$ cat src/rtl/bus_cycle_ctrl.sv
// i8080 machine-cycle timing generator: T1/T2/TW/T3/HALTED sequencing,
// status word, bus strobes and data-buffer enables.
module bus_cycle_ctrl #(
    parameter int XLEN = 8,
    parameter int AW   = 16
) (
    input  logic            clk,
    input  logic            rst,
    input  logic            cycle_req,
    input  logic [3:0]      cycle_type,
    input  logic [AW-1:0]   addr_in,
    input  logic            ready,
    input  logic            int_req,
    output logic            busy,
    output logic            cycle_done,
    output logic            illegal,
    output logic [AW-1:0]   addr_out,
    output logic            addr_oe,
    output logic            sync,
    output logic [XLEN-1:0] status,
    output logic            dbin,
    output logic            wr_n,
    output logic            wait_o,
    output logic            out_wenable,
    output logic            out_enable,
    output logic            in_enable,
    output logic            halted
);

    localparam logic [2:0] S_IDLE   = 3'd0;
    localparam logic [2:0] S_T1     = 3'd1;
    localparam logic [2:0] S_T2     = 3'd2;
    localparam logic [2:0] S_TW     = 3'd3;
    localparam logic [2:0] S_T3     = 3'd4;
    localparam logic [2:0] S_HALTED = 3'd5;

    logic [2:0]    r_state;
    logic [2:0]    w_next;
    logic [3:0]    r_type;
    logic [AW-1:0] r_addr;
    logic          w_legal;
    logic          w_open;
    logic          w_accept;
    logic          w_read;
    logic          w_write;
    logic          w_halt;
    logic          w_t2w;
    logic          w_t3;
    logic [7:0]    w_stat;

    assign w_legal  = (cycle_type <= 4'd9);
    assign w_open   = (r_state == S_IDLE) || (r_state == S_T3);
    assign w_accept = w_open && cycle_req && w_legal;

    always_comb begin
        w_next = r_state;
        case (r_state)
            S_IDLE:   if (w_accept) w_next = S_T1;
            S_T1:     w_next = S_T2;
            S_T2: begin
                if (w_halt)     w_next = S_HALTED;
                else if (ready) w_next = S_T3;
                else            w_next = S_TW;
            end
            S_TW:     if (ready) w_next = S_T3;
            S_T3:     w_next = w_accept ? S_T1 : S_IDLE;
            S_HALTED: if (int_req) w_next = S_IDLE;
            default:  w_next = S_IDLE;
        endcase
    end

    always_ff @(posedge clk or negedge rst) begin
        if (!rst) begin
            r_state <= S_IDLE;
            r_type  <= 4'd0;
            r_addr  <= '0;
        end else begin
            r_state <= w_next;
            if (w_accept) begin
                r_type <= cycle_type;
                r_addr <= addr_in;
            end
        end
    end

    // Status bits: D7 MEMR D6 INP D5 M1 D4 OUT D3 HLTA D2 STACK D1 WO_n D0 INTA
    always_comb begin
        w_stat  = 8'h00;
        w_read  = 1'b0;
        w_write = 1'b0;
        w_halt  = 1'b0;
        case (r_type)
            4'd0: begin w_stat = 8'hA2; w_read = 1'b1; end
            4'd1: begin w_stat = 8'h82; w_read = 1'b1; end
            4'd2: begin w_stat = 8'h00; w_write = 1'b1; end
            4'd3: begin w_stat = 8'h86; w_read = 1'b1; end
            4'd4: begin w_stat = 8'h04; w_write = 1'b1; end
            4'd5: begin w_stat = 8'h42; w_read = 1'b1; end
            4'd6: begin w_stat = 8'h10; w_write = 1'b1; end
            4'd7: begin w_stat = 8'h23; w_read = 1'b1; end
            4'd8: begin w_stat = 8'h8A; w_read = 1'b1; w_halt = 1'b1; end
            4'd9: begin w_stat = 8'h2B; w_read = 1'b1; w_halt = 1'b1; end
            default: w_stat = 8'h00;
        endcase
    end

    assign w_t2w = (r_state == S_T2) || (r_state == S_TW);
    assign w_t3  = (r_state == S_T3);

    assign busy        = !w_open;
    assign cycle_done  = w_t3 || ((r_state == S_HALTED) && int_req);
    assign illegal     = w_open && cycle_req && !w_legal;
    assign addr_out    = r_addr;
    assign addr_oe     = (r_state != S_IDLE);
    assign sync        = (r_state == S_T1);
    assign status      = (r_state == S_IDLE) ? '0 : XLEN'(w_stat);
    assign dbin        = w_read && !w_halt && (w_t2w || w_t3);
    assign wr_n        = !(w_write && w_t3);
    assign wait_o      = (r_state == S_TW) || (r_state == S_HALTED);
    assign out_wenable = w_write && (r_state == S_T1);
    assign out_enable  = w_write && (w_t2w || w_t3);
    assign in_enable   = w_read && w_t3;
    assign halted      = (r_state == S_HALTED);

endmodule

$ cat config.mk
export PLATFORM = sky130hd
export DESIGN_NAME = bus_cycle_ctrl
export DESIGN_NICKNAME = d
export VERILOG_FILES = /design/src/rtl/bus_cycle_ctrl.sv
export SDC_FILE = /design/constraint.sdc
export NUM_CORES = 1
export LEC_CHECK = 0
export ABC_AREA = 1
export BUFFER_PORTS_ARGS = -buffer_cell sky130_fd_sc_hd__buf_2
export CAP_MARGIN = 20
export CORE_MARGIN = 4
export CORE_UTILIZATION = 49
export CTS_CLUSTER_DIAMETER = 200
export CTS_CLUSTER_SIZE = 12
export DETAILED_ROUTE_END_ITERATION = 10
export PLACE_DENSITY = 0.92
export SYNTH_ARGS = -nofsm -noshare
export SYNTH_HDL_FRONTEND = slang
export SYNTH_SLANG_ARGS = --single-unit
$ cat constraint.sdc
create_clock -name clk -period 2 [get_ports clk]
set_clock_uncertainty 0.1 [all_clocks]
set_input_delay 0.3 -clock clk [delete_from_list [all_inputs] [get_ports clk]]
set_output_delay 0.3 -clock clk [all_outputs]
set_load 0.03 [all_outputs]
==> impl_metrics.ini, run 1 <==
[floorplanning]
placeableCoreArea_um2 = 2450
io_pins = 61
die_x_um = 58.5
start_util_pct = 50.9
die_area_um2 = 3420
dieHeight_um = 58.5
row_count = 18

[cells_and_area]
n_antenna_cell = 0
final-instance-count-excl-fill = 256
syn2layout_area_growth_pct = 36.7
multi_input_area_um2 = 606
n_fill_cell = 221
finalInstanceArea_um2 = 1710
final_common_cell = buf_2
regArea_um2 = 581
utilization_pct = 69.5
nets = 252
final_layout_size_suffix_gt1_share_pct = 42.5
layout_common_cells = 55 x buf_2, 46 x nand2_1, 24 x nand3_1

[critical_path]
cp_cell_sequence = nor2_4, nand2_4, o21ai_2, nand2_1, a21oi_2, buf_6
r2r_cells = 8
crit_family = flip-flops
end_kind = output port
cp_data_arrival_time_ns = 1.50
rrSetupSlack_ns = 0.57
rr_startpoint = r_state[0]$_DFFE_PN0P_
critPathBufInv = 1
critPathMaxStageDelay_ns = 0.46
crit_end = status[5]
critPathKind = register to output port
cp_slowest_cell = dfrtp_1
path_max_fanout = 6
reg2reg_to = r_state[0]$_DFFE_PN0P_
worst_setup_path_start_kind = register
crit_cells = 6
cp.required_ns = 1.60
crit_start = r_type[2]$_DFFE_PN0P_

[grt]
grt_start_max_net_pins = 26
grt_overflow_total = 0
antenna_found_initial = 0
grt_use_total_pct = 19.8
grt_pass1_wl_mm = 5.41
grt_pass1_vias = 1320

[detailed_routing]
routed_wl_mm = 3.32
drtAntennaViolNets = 0
wl_per_cell_um = 13.0
drt_iter0_markers = 18
num_vias = 1322
routed_via_density = 5.16
firstDrtPassIters = 4
drc = 0

[clock_tree]
htreeDepth = 1
clk_latency_ns = 0.31
clk_pin_slew_ns = 0.13
cts_made_buffers = 3
cts_max_path_buffers = 2
cts_num_sinks = 23
clock-root-buffer = clkbuf_4
cts_tree = yes

[power]
p_comb_share_pct = 63.9
p_per_area_nw_per_um2 = 1750
p_sw_uw = 1630
internal_power_uw = 1370
pwr-share-clk_pct = 7.1
p_leak_uw = 0.000979
p_seq_share_pct = 29.0
switching_share_pct = 54.3
power.total_uw = 3000
vdd_drop_max_mv = 1.17

[sta]
fmax_mhz = 525
slew_headroom_pct = 66.7
period_needed_ns = 1.90
slew_violations = 0
worst_slew_pin_slew_ns = 0.500
final_hold_viol_count = 0
finalSetupViolations = 0
rsz0062_at_grt = true
worst_slack_ns = 0.0966
fin_crit_sh_pct = 95.2

[place]
place_hpwl_mm = 2.45
post-place-ws_ns = 0.284
finalWeightedCongestion = 0.860
portBuffers = 60
dp.cells = 245
placedInstanceArea_um2 = 1570

[job]
maxCapViolCount = 0

[logic_synthesis]
synthTopCellsByArea = dfrtp_1 46%, nand2_1 14%, nand3_1 9.6%
yosys.area.top_type_share_pct = 46.1
yosysSeqAreaShare_pct = 46.1
synth_edf_count = 0
async_flop_share_pct = 100
syn_avg_cell_area_um2 = 7.90
yosysUniqueCellTypes = 24
synthFlopType = dfrtp_1
synth_area_um2 = 1250
synth-seq-cells = 23
ys_warn_count = 0
yosysTopAreaCell = dfrtp_1
synth_nets = 183
postSynthCellCount = 158

[hold_path]
hold_class = input port to register

[run_status]
status = finished clean
sequential cells by signal (all words and copies together), names as in the netlist:
signal    cells
r_state       3
addr_out     16
r_type        4
worst min-delay path by stage:
| stage | from | endpoint | slack [ns] | depth (start not counted) |
|---|---|---|---|---|
| after detailed placement | rst | addr_out[11]$_DFFE_PN0P_ | 0.20 | 1 |
| after global placement | rst | addr_out[11]$_DFFE_PN0P_ | 0.19 | 1 |
| after global routing | addr_in[7] | addr_out[7]$_DFFE_PN0P_ | 0.11 | 3 |
| after floorplan | rst | addr_out[0]$_DFFE_PN0P_ | -0.1 | 0 |
| final | addr_in[10] | addr_out[10]$_DFFE_PN0P_ | 0.11 | 3 |
| after CTS | addr_in[12] | addr_out[12]$_DFFE_PN0P_ | 0.11 | 3 |
tightest hold or removal path: cells and delay by family:
kind	cells	cell delay, ns
simple gates	2	0.12
buf+inv	1	0.07
what timing repair did:
item | in CTS | in global routing
hold buffers | 1 | 0
buffers inserted | 2 | 4
pin swaps | 1 | 3
setup endpoints to repair | 4 | 11
endpoints found under the hold margin | 23 | 0
resized for setup | 6 | 16
power groups by stage:
stage | clock network, uW | logic [uW] | registers, uW
after floorplan | 0 | 1010 | 1130
after global placement | 0 | 1680 | 853
after detailed placement | 0 | 1720 | 865
after CTS | 217 | 1790 | 867
after global routing | 235 | 2080 | 899
final | 212 | 1910 | 868
routing by layer:
metal	vias to the layer above	track usage (%)	part of all wire, %
li1	648	-	-
met5	-	0	0
met4	0	5.63	0.93
met1	631	22.7	39
met2	39	37.0	55
met3	4	3.95	5.4
logic make-up (layout without fill, tap and decap cells):
kind of cell | after synthesis | count (layout) | share of synthesized area [%]
flops | 23 | 23 | 46.1
compound gates | 15 | 15 | 8.62
buf+inv | 22 | 90 | 8.22
simple gates | 98 | 98 | 37.1
per-stage QoR:
stage	hold WS, ns	setup TNS (ns)
after detailed placement	0.196	0
final	0.112	0
after global routing	0.111	-0.0658
after CTS	0.109	-0.0119
after global placement	0.191	0
after floorplan	-0.0956	-0.00341
cells in the mapped netlist, types with 2 or more instances:
master,number
nor2_1,14
o21ai_0,4
buf_2,2
nand3_1,24
nor4_1,2
inv_1,15
buf_4,2
dfrtp_1,23
a21oi_2,5
a21oi_1,3
nor3_1,5
nand2_1,47
area by class of cell:
type	instances	share of cell area (%)
timing repair buffer	69	22.7
clock inverter	1	0.293
tap	30	2.20
multi-input combinational	113	35.5
inverter	17	4.03
clock buffer	3	1.32
sequential	23	34.0
(Power assumes the default switching activity.)
==> run 2, diff against run 1 <==
--- a/config.mk
+++ b/config.mk
@@ -16,2 +16,3 @@
 export PLACE_DENSITY = 0.92
+export SKIP_CTS_REPAIR_TIMING = 1
 export SYNTH_ARGS = -nofsm -noshare
==> constraint.sdc (replaced) <==
create_clock -name clk -period 2 [get_ports clk]
set_clock_uncertainty 0.1 [all_clocks]
set_input_delay 0.1 -clock clk [delete_from_list [all_inputs] [get_ports clk]]
set_output_delay 0.1 -clock clk [all_outputs]
set_load 0.03 [all_outputs]
==> run 2 against run 1 <==
  * Non-clock buffer count rose by 14
  * Hold slack got worse by 0.087 ns
  * Register-to-register slack got worse by 0.26 ns
  * Combinational power fell by 8%
  * Die area did not move
==> impl_metrics.ini, run 2 (synthesis gave the netlist of run 1 again) <==
[run_status]
status = finished clean

[sta]
fmax_mhz = 541
worst_slack_ns = 0.152
finalSetupViolations = 0
worst_slew_pin_slew_ns = 0.512
slew_headroom_pct = 65.8
finalSetupTns_ns = 0
final_hold_viol_count = 0
fin_crit_sh_pct = 92.4
period_needed_ns = 1.85
slew_violations = 0
rsz0062_at_grt = false

[clock_tree]
cts_tree = yes
clock-root-buffer = clkbuf_4
clk_pin_slew_ns = 0.13
cts_made_buffers = 3
cts_num_sinks = 23
cts_max_path_buffers = 2
clk_latency_ns = 0.31
htreeDepth = 1

[power]
vdd_drop_max_mv = 1.05
power.total_uw = 2850
p_per_area_nw_per_um2 = 1570
p_leak_uw = 0.00102

[critical_path]
cp_data_arrival_time_ns = 1.65
rrSetupSlack_ns = 0.31
reg2reg_to = r_state[2]$_DFFE_PN0P_
worst_setup_path_start_kind = register
cp.required_ns = 1.80
rr_startpoint = r_state[0]$_DFFE_PN0P_
r2r_cells = 7
path_max_fanout = 6
critPathKind = register to output port
end_kind = output port

[place]
place_hpwl_mm = 2.34
portBuffers = 60
dp.cells = 244
post-place-ws_ns = 0.420
finalWeightedCongestion = 0.857

[floorplanning]
placeableCoreArea_um2 = 2450
dieHeight_um = 58.5
row_count = 18
die_area_um2 = 3420
start_util_pct = 50.9
io_pins = 61
die_x_um = 58.5

[detailed_routing]
drc = 0
drtAntennaViolNets = 0
num_vias = 1375
firstDrtPassIters = 4
routed_wl_mm = 3.74
drt_iter0_markers = 61
routed_via_density = 5.09
wl_per_cell_um = 13.9

[grt]
grt_start_max_net_pins = 26
grt_pass1_wl_mm = 4.90
grt_pass1_vias = 1151
grt_overflow_total = 0
antenna_found_initial = 0
grt_use_total_pct = 18.4

[cells_and_area]
final_layout_size_suffix_gt1_share_pct = 32.9
layout_common_cells = 60 x buf_2, 47 x nand2_1, 24 x nand3_1
syn2layout_area_growth_pct = 45.1
nets = 266
final-instance-count-excl-fill = 270
n_antenna_cell = 0
n_fill_cell = 165
utilization_pct = 73.8
final_common_cell = buf_2
largest_register_ffs = 16

[hold_path]
hold_start = int_req
hold_class = input port to register
min_to = r_state[2]$_DFFE_PN0P_
worst_hold_path.num_cells = 4

[job]
maxCapViolCount = 0
run 2: cell types whose count changed in the layout (fill, tap and decap cells not counted), moves of 2 or more:
cell / delta
dfrtp_2: -3
nor2_1: +2
dlygate4sd3_1: +21
dfrtp_1: +3
buf_2: +5
buf_4: -11
run 2: metrics by stage:
step	hold WS (ns)	area [um2]
after global placement	-0.0117	1560
after floorplan	-0.296	1250
after CTS	-0.358	1590
after detailed placement	-0.00516	1560
after global routing	0.0246	1810
final	0.0247	1810
run 2: final cells by class:
type	count	area (um2)	area share [%]
Multi-Input combinational cell	113	576	31.8
Clock inverter	1	5.00	0.276
Timing Repair Buffer	83	528	29.1
Tap cell	30	37.5	2.07
Sequential cell	23	577	31.8
Clock buffer	3	22.5	1.24
Inverter	17	66.3	3.66
run 2: how the worst max path moves through the flow:
stage / startpoint / end / slack, ns / cells past startpoint
after floorplan: r_state[1]$_DFFE_PN0P_ / status[4] / 0.20 / 4
after global placement: r_state[2]$_DFFE_PN0P_ / dbin / 0.47 / 5
after detailed placement: r_state[0]$_DFFE_PN0P_ / r_state[2]$_DFFE_PN0P_ / 0.42 / 7
after CTS: r_state[2]$_DFFE_PN0P_ / dbin / 0.13 / 5
after global routing: r_type[1]$_DFFE_PN0P_ / status[5] / 0.04 / 6
final: r_type[1]$_DFFE_PN0P_ / status[5] / 0.15 / 6
run 2: critical path: stages (launching register included):
cell	delay, ns
dfrtp_1	0.45
nor2_1	0.21
nand2_1	0.17
o21ai_0	0.11
nand2_1	0.08
a21oi_1	0.11
buf_2	0.20
run 2: where the power goes:
group | switching (uW) | internal (uW) | total [uW]
logic | 1260 | 499 | 1760
clock network | 146 | 74.8 | 221
registers | 188 | 683 | 870
total | 1590 | 1260 | 2850
run 2: routing by layer:
metal  vias to the layer above  share of wire [%]  track usage [%]
met2                        57                 53             33.0
met5                         -                  0                0
met1                       626                 37             22.1
met3                        12                6.6             2.41
li1                        680                  -                -
met4                         0                3.1             7.28
